`src/rtl/regfile_wb_sched_if.sv`:
```
// Writeback request bus between the pipeline writeback stage and the write-port scheduler.
// Carries the three source handshakes, the registered write port and the hazard outputs.
interface regfile_wb_sched_if #(
    parameter int DW = 32,
    parameter int AW = 5
);
    logic          alu_valid;
    logic          alu_ready;
    logic [AW-1:0] alu_addr;
    logic [DW-1:0] alu_data;
    logic          mem_valid;
    logic          mem_ready;
    logic [AW-1:0] mem_addr;
    logic [DW-1:0] mem_data;
    logic          link_valid;
    logic          link_ready;
    logic [DW-1:0] link_data;
    logic          rf_we;
    logic [AW-1:0] rf_waddr;
    logic [DW-1:0] rf_wdata;
    logic [(1<<AW)-1:0] pend_mask;
    logic          idle;

    modport master (
        output alu_valid, alu_addr, alu_data,
        output mem_valid, mem_addr, mem_data,
        output link_valid, link_data,
        input  alu_ready, mem_ready, link_ready,
        input  rf_we, rf_waddr, rf_wdata, pend_mask, idle
    );

    modport slave (
        input  alu_valid, alu_addr, alu_data,
        input  mem_valid, mem_addr, mem_data,
        input  link_valid, link_data,
        output alu_ready, mem_ready, link_ready,
        output rf_we, rf_waddr, rf_wdata, pend_mask, idle
    );
endinterface

```
`src/rtl/regfile_wb_sched.sv`:
```
// Register-file write-port scheduler: one holding entry per source (0=ALU, 1=MEM, 2=LINK),
// round-robin grant into a registered write port, per-register ordering via collision stalls.
module regfile_wb_sched #(
    parameter int NSRC = 3,
    parameter int DW   = 32,
    parameter int AW   = 5
) (
    input  logic                clk,
    input  logic                rst_n,
    regfile_wb_sched_if.slave   bus
);
    localparam int PW = $clog2(NSRC);

    logic [NSRC-1:0] hv;
    logic [AW-1:0]   ha [NSRC];
    logic [DW-1:0]   hd [NSRC];
    logic [PW-1:0]   rr_ptr;

    logic [NSRC-1:0] valid, ready, coll, grant, accept;
    logic [AW-1:0]   addr [NSRC];
    logic [DW-1:0]   data [NSRC];
    logic            any_grant;
    logic [PW-1:0]   win;

    logic            rf_we;
    logic [AW-1:0]   rf_waddr;
    logic [DW-1:0]   rf_wdata;
    logic [(1<<AW)-1:0] pm;

    assign valid = {bus.link_valid, bus.mem_valid, bus.alu_valid};

    always_comb begin
        addr[0] = bus.alu_addr;
        addr[1] = bus.mem_addr;
        addr[2] = AW'(31);
        data[0] = bus.alu_data;
        data[1] = bus.mem_data;
        data[2] = bus.link_data;
    end

    // A held entry stalls others for its register until it is granted; among same-cycle
    // requests for one register the higher index wins, so no two held entries alias.
    always_comb begin
        coll = '0;
        for (int unsigned i = 0; i < NSRC; i++) begin
            if (addr[i] != '0) begin
                for (int unsigned j = 0; j < NSRC; j++) begin
                    if (j != i && hv[j] && ha[j] == addr[i])
                        coll[i] = 1'b1;
                    if (j > i && valid[j] && addr[j] == addr[i])
                        coll[i] = 1'b1;
                end
            end
        end
    end

    always_comb begin
        grant     = '0;
        any_grant = 1'b0;
        win       = '0;
        for (int unsigned k = 0; k < NSRC; k++) begin
            int unsigned idx;
            idx = (int'(rr_ptr) + k) % NSRC;
            if (!any_grant && hv[idx]) begin
                any_grant  = 1'b1;
                win        = PW'(idx);
                grant[idx] = 1'b1;
            end
        end
    end

    assign ready  = (~hv | grant) & ~coll;
    assign accept = valid & ready;

    always_ff @(posedge clk or negedge rst_n) begin
        if (!rst_n) begin
            hv     <= '0;
            rr_ptr <= '0;
            for (int unsigned i = 0; i < NSRC; i++) begin
                ha[i] <= '0;
                hd[i] <= '0;
            end
        end else begin
            for (int unsigned i = 0; i < NSRC; i++) begin
                if (accept[i]) begin
                    // r0 requests complete the handshake but are never held
                    hv[i] <= (addr[i] != '0);
                    ha[i] <= addr[i];
                    hd[i] <= data[i];
                end else if (grant[i]) begin
                    hv[i] <= 1'b0;
                end
            end
            if (any_grant)
                rr_ptr <= (int'(win) == NSRC - 1) ? '0 : win + 1'b1;
        end
    end

    always_ff @(posedge clk or negedge rst_n) begin
        if (!rst_n) begin
            rf_we    <= 1'b0;
            rf_waddr <= '0;
            rf_wdata <= '0;
        end else if (any_grant) begin
            rf_we    <= 1'b1;
            rf_waddr <= ha[win];
            rf_wdata <= hd[win];
        end else begin
            rf_we    <= 1'b0;
        end
    end

    always_comb begin
        pm = '0;
        for (int unsigned i = 0; i < NSRC; i++)
            if (hv[i])
                pm[ha[i]] = 1'b1;
        if (rf_we)
            pm[rf_waddr] = 1'b1;
        pm[0] = 1'b0;
    end

    assign bus.alu_ready  = ready[0];
    assign bus.mem_ready  = ready[1];
    assign bus.link_ready = ready[2];
    assign bus.rf_we      = rf_we;
    assign bus.rf_waddr   = rf_waddr;
    assign bus.rf_wdata   = rf_wdata;
    assign bus.pend_mask  = pm;
    assign bus.idle       = ~|hv & ~rf_we;
endmodule

```
`src/flat_wrapper.sv`:
```
// flat-port wrapper written by rule: the top's interface ports become plain ports
module regfile_wb_sched_flat 
#(
    parameter int NSRC = 3,
    parameter int DW   = 32,
    parameter int AW   = 5
)
  (clk, rst_n, bus_alu_valid, bus_alu_addr, bus_alu_data, bus_mem_valid, bus_mem_addr, bus_mem_data, bus_link_valid, bus_link_data, bus_alu_ready, bus_mem_ready, bus_link_ready, bus_rf_we, bus_rf_waddr, bus_rf_wdata, bus_pend_mask, bus_idle);
  regfile_wb_sched_if #(.DW(DW), .AW(AW)) bus_i ();
  input  logic clk;
  input  logic rst_n;
  input wire logic [$bits(bus_i.alu_valid)-1:0] bus_alu_valid;
  input wire logic [$bits(bus_i.alu_addr)-1:0] bus_alu_addr;
  input wire logic [$bits(bus_i.alu_data)-1:0] bus_alu_data;
  input wire logic [$bits(bus_i.mem_valid)-1:0] bus_mem_valid;
  input wire logic [$bits(bus_i.mem_addr)-1:0] bus_mem_addr;
  input wire logic [$bits(bus_i.mem_data)-1:0] bus_mem_data;
  input wire logic [$bits(bus_i.link_valid)-1:0] bus_link_valid;
  input wire logic [$bits(bus_i.link_data)-1:0] bus_link_data;
  output wire logic [$bits(bus_i.alu_ready)-1:0] bus_alu_ready;
  output wire logic [$bits(bus_i.mem_ready)-1:0] bus_mem_ready;
  output wire logic [$bits(bus_i.link_ready)-1:0] bus_link_ready;
  output wire logic [$bits(bus_i.rf_we)-1:0] bus_rf_we;
  output wire logic [$bits(bus_i.rf_waddr)-1:0] bus_rf_waddr;
  output wire logic [$bits(bus_i.rf_wdata)-1:0] bus_rf_wdata;
  output wire logic [$bits(bus_i.pend_mask)-1:0] bus_pend_mask;
  output wire logic [$bits(bus_i.idle)-1:0] bus_idle;
  assign bus_i.alu_valid = bus_alu_valid;
  assign bus_i.alu_addr = bus_alu_addr;
  assign bus_i.alu_data = bus_alu_data;
  assign bus_i.mem_valid = bus_mem_valid;
  assign bus_i.mem_addr = bus_mem_addr;
  assign bus_i.mem_data = bus_mem_data;
  assign bus_i.link_valid = bus_link_valid;
  assign bus_i.link_data = bus_link_data;
  assign bus_alu_ready = bus_i.alu_ready;
  assign bus_mem_ready = bus_i.mem_ready;
  assign bus_link_ready = bus_i.link_ready;
  assign bus_rf_we = bus_i.rf_we;
  assign bus_rf_waddr = bus_i.rf_waddr;
  assign bus_rf_wdata = bus_i.rf_wdata;
  assign bus_pend_mask = bus_i.pend_mask;
  assign bus_idle = bus_i.idle;
  regfile_wb_sched #(.NSRC(NSRC), .DW(DW), .AW(AW)) u_core (.clk(clk), .rst_n(rst_n), .bus(bus_i));
endmodule
```
`config.mk`:
```
export PLATFORM = sky130hd
export DESIGN_NAME = regfile_wb_sched_flat
export DESIGN_NICKNAME = d
export VERILOG_FILES = /design/src/rtl/regfile_wb_sched_if.sv /design/src/rtl/regfile_wb_sched.sv /design/src/flat_wrapper.sv
export SDC_FILE = /design/constraint.sdc
export NUM_CORES = 1
export LEC_CHECK = 0
export ABC_CLOCK_PERIOD_IN_PS = 2500
export CORE_MARGIN = 5
export CORE_UTILIZATION = 46
export DETAILED_ROUTE_END_ITERATION = 7
export PLACE_DENSITY_LB_ADDON = 0.08
export SYNTH_ARGS = -nofsm -noshare
export SYNTH_HDL_FRONTEND = slang
export SYNTH_SLANG_ARGS = --single-unit
```
`constraint.sdc`:
```
create_clock -name clk -period 2.5 [get_ports clk]
set_input_delay 0.625 -clock clk [delete_from_list [all_inputs] [get_ports clk]]
set_output_delay 0.625 -clock clk [all_outputs]
set_load 0.005 [all_outputs]
```
==> impl_results.md <==
* Clk pwr share at 10.9%
* Via/cell ratio at 5.73
* Worst reg2reg setup slack at -0.21 ns
* Routability congestion estimate at 0.921
* Post-route DRC at 0
* # rows at 47
* NetSw at 8.96 mW
* Synth Register Bits at 150
* P&R area growth vs syn at 63.4%
* Initial antenna violation count at 0
* Fin worst setup slack at -0.444 ns
* Sequential Area at 3770 um^2
* WP depth at 8
* Post-synth EDFFs at 0
* Synthesized area per cell at 11.7 um^2
* Gr usage total at 25.7%
* Root Buffer: clkbuf_16
* Slowest CP cell: dfrtp_1
* Pint at 14.3 mW
* Crit path launch type: flip-flop
* Non-filler cells, final at 1239
* Gr ovfl total at 0
* Crit path to: bus_link_ready
* Critical path type: flip-flop to output port
* Final Util at 76.9%
* Final Setup Violations at 152
* Critical R2R Capture: u_core.hd[47]
* Worst-path cell chain: inv_2, ha_4, mux2i_2, o21ai_2, buf_4, a311oi_4, nor2_2, buf_2
* Sw frac at 38.6%
* Post-Place Cells at 1112
* Fin crit share at 118%
* Final Hold Fails at 0
* Max Clk Rate at 340 MHz
* FF-to-FF path depth at 11
* VDD IR max at 0.991 mV
* Cell taking the most area after synthesis: dfrtp_1
* H-tree depth at 4
* Seq pwr share at 21.2%
* First-pass GRT wire length at 40700 um
* Area contributors post-synth: dfrtp_1 48%, mux2_4 9.4%, mux2_1 5.2%, nand2_1 3.8%, mux2_2 3.0%
* Reg-to-Reg Start: u_core.rr_ptr[1]
* CP endpoint kind: output port
* Standby leakage power at 5.76 nW
* Worst Path Arrival at 2.32 ns
* Ports at 185
* Synth top area share at 47.9%
* Final TNS setup at -19.99 ns
* Initial DRC Count at 562
* Power Density at 1810 nW/um^2
* Post-Route WL at 27400 um
* Asr flop ratio synth at 100%
* Routed vias at 7094
* Layout cell share with drive strength beyond 1 at 42.9%
* I/O Buffers at 183
* Worst endpoint required time at 1.88 ns
* Die height at 140 um
* Routed len/inst at 22.1 um
* Primary FF master, synth: dfrtp_1
* Final min period at 2.94 ns
* Outcome: finished with violations
* Multi-input combinational cell area at 4510 um^2
* YS warnings at 0
* Post-DP HPWL at 16200 um
* Filler cell count at 997
* Vias in the first global route at 7532
* Antenna Nets Post-Route at 0
* Total power at 23.2 mW
* Comb power frac at 68.0%
* Hold buffer count at cts at 0
* Max-cap viol count at 0
* Post-Synthesis Cells at 670
* Clock sinks at 150
* Initial Utilization at 47.1%
* Largest net degree at the start of global routing at 61
* Worst hold path type: input port to async pin
* Final slew viol count at 0
* CP max FO at 6
* Mapped Area at 7830 um^2
* RSZ-0062 raised after global routing: true
* Register area share after synthesis at 47.9%
* Net Count, Synth at 785
* Yosys cell types at 62
* Clock transition at path regs at 0.06 ns
* Crit path buffers/inverters at 3
* Total core area at 16600 um^2
* Clk_skew at 0.0122 ns
* Violated checks: negative setup slack
* Die Area at 19700 um^2
* Peak per-stage delay on the critical path at 0.41 ns
* TritonCTS clock tree: built
* Pre-CTS setup slack at -0.748 ns
* TritonCTS Buffers at 17
* Worst-Skew Late Latency at 0.43 ns
* Top delay family on crit path: compound AO/OA/AOI/OAI gates
* ANT cells at 0
* Crit path from: u_core.rr_ptr[0]
* Nets@finish at 1121
* TritonRoute pass-1 iters at 5
* Die X at 140 um
* Deepest clock path buffer count at 2
## how the worst min path moves through the flow
stage / endpoint / slack, ns / depth (start not counted)
3_3_place_gp: u_core.hd[20] / 0.46 / 1
2_1_floorplan: u_core.bus.rf_waddr[0] / 0.33 / 0
5_1_grt: u_core.hd[39] / 0.15 / 1
6_report: u_core.hd[39] / 0.12 / 1
3_5_place_dp: u_core.hd[4] / 0.47 / 1
4_1_cts: u_core.hd[37] / 0.13 / 1
## registers in the layout (all words and copies together) (netlist names)
signal and flops:
u_core.bus.rf_wdata 32, u_core.bus.rf_we 1, u_core.rr_ptr 2, u_core.hd 96, u_core.bus.rf_waddr 5, u_core.hv 3
u_core.ha 11
## layer usage
metal,GRT usage (%),share of wire [%]
met1,32.8,41
met2,42.4,50
met3,6.48,6.8
met4,9.79,2.7
met5,0,0
## cells by family after synthesis
family	count (synthesis)	synth area share, %
simple gates	200	12.7
flops	150	47.9
mux	126	20.1
compound gates	113	12.0
buf+inv	61	4.86
xor+xnor	15	1.68
fa+ha+maj	4	0.639
other cells	1	0.0479
## per-stage QoR
step / hold WS (ns) / instance area (um^2)
final: 0.121 / 12800
after global routing: 0.147 / 12800
after detailed placement: 0.466 / 10500
after CTS: 0.135 / 12200
after global placement: 0.461 / 10500
after floorplan: 0.329 / 7830
## synth_stat cells (all sizes together), types with 2 or more instances
cell / number
dfrtp: 150
mux2: 106
nand2: 79
nor2: 43
buf: 33
a22oi: 28
a221o: 22
mux2i: 20
nor2b: 20
o22ai: 18
clkbuf: 17
a2111oi: 16
nor3b: 14
and3: 10
inv: 10
xor2: 8
xnor2: 7
and3b: 6
nor3: 6
o21ai: 5
ha: 4
nand2b: 4
nand4: 4
nor4: 4
a21o: 3
a21oi: 3
o31ai: 3
a222oi: 2
a22o: 2
and2: 2
nand3: 2
o2111ai: 2
or2: 2
or4: 2
## what timing repair did
action,in CTS,in global routing
cloned,7,5
endpoints found under the setup margin,180,180
gates resized for setup,206,132
buffers inserted,56,42
pin swaps,40,51
endpoints found under the hold margin,0,0
## power by group through the flow
stage | clock network (mW) | logic, mW | registers (mW)
2_1_floorplan | 0 | 6.48 | 4.37
3_3_place_gp | 0 | 10.2 | 4.72
3_5_place_dp | 0 | 10.5 | 4.77
4_1_cts | 2.55 | 13.7 | 4.80
5_1_grt | 2.68 | 16.6 | 5.05
6_report | 2.53 | 15.8 | 4.91
## final cells by class
type	instances	share of cell area (%)
clock buffer	21	3.52
clock inverter	11	0.978
inverter	11	0.381
multi-input combinational	459	35.3
sequential	150	29.4
tap	220	2.15
timing repair buffer	367	28.3
## placed cells by master (no fill, tap or decap), drive strengths merged, types with 14 or more instances in the layout
cell,n
nor2,43
clkbuf,48
a22oi,28
nand2,79
a2111oi,16
buf,187
nor3b,14
nor2b,20
clkdlybuf4s50,146
dfrtp,150
mux2i,20
mux2,106
o22ai,18
a221o,22
Power figures use the tool's default switching activity.
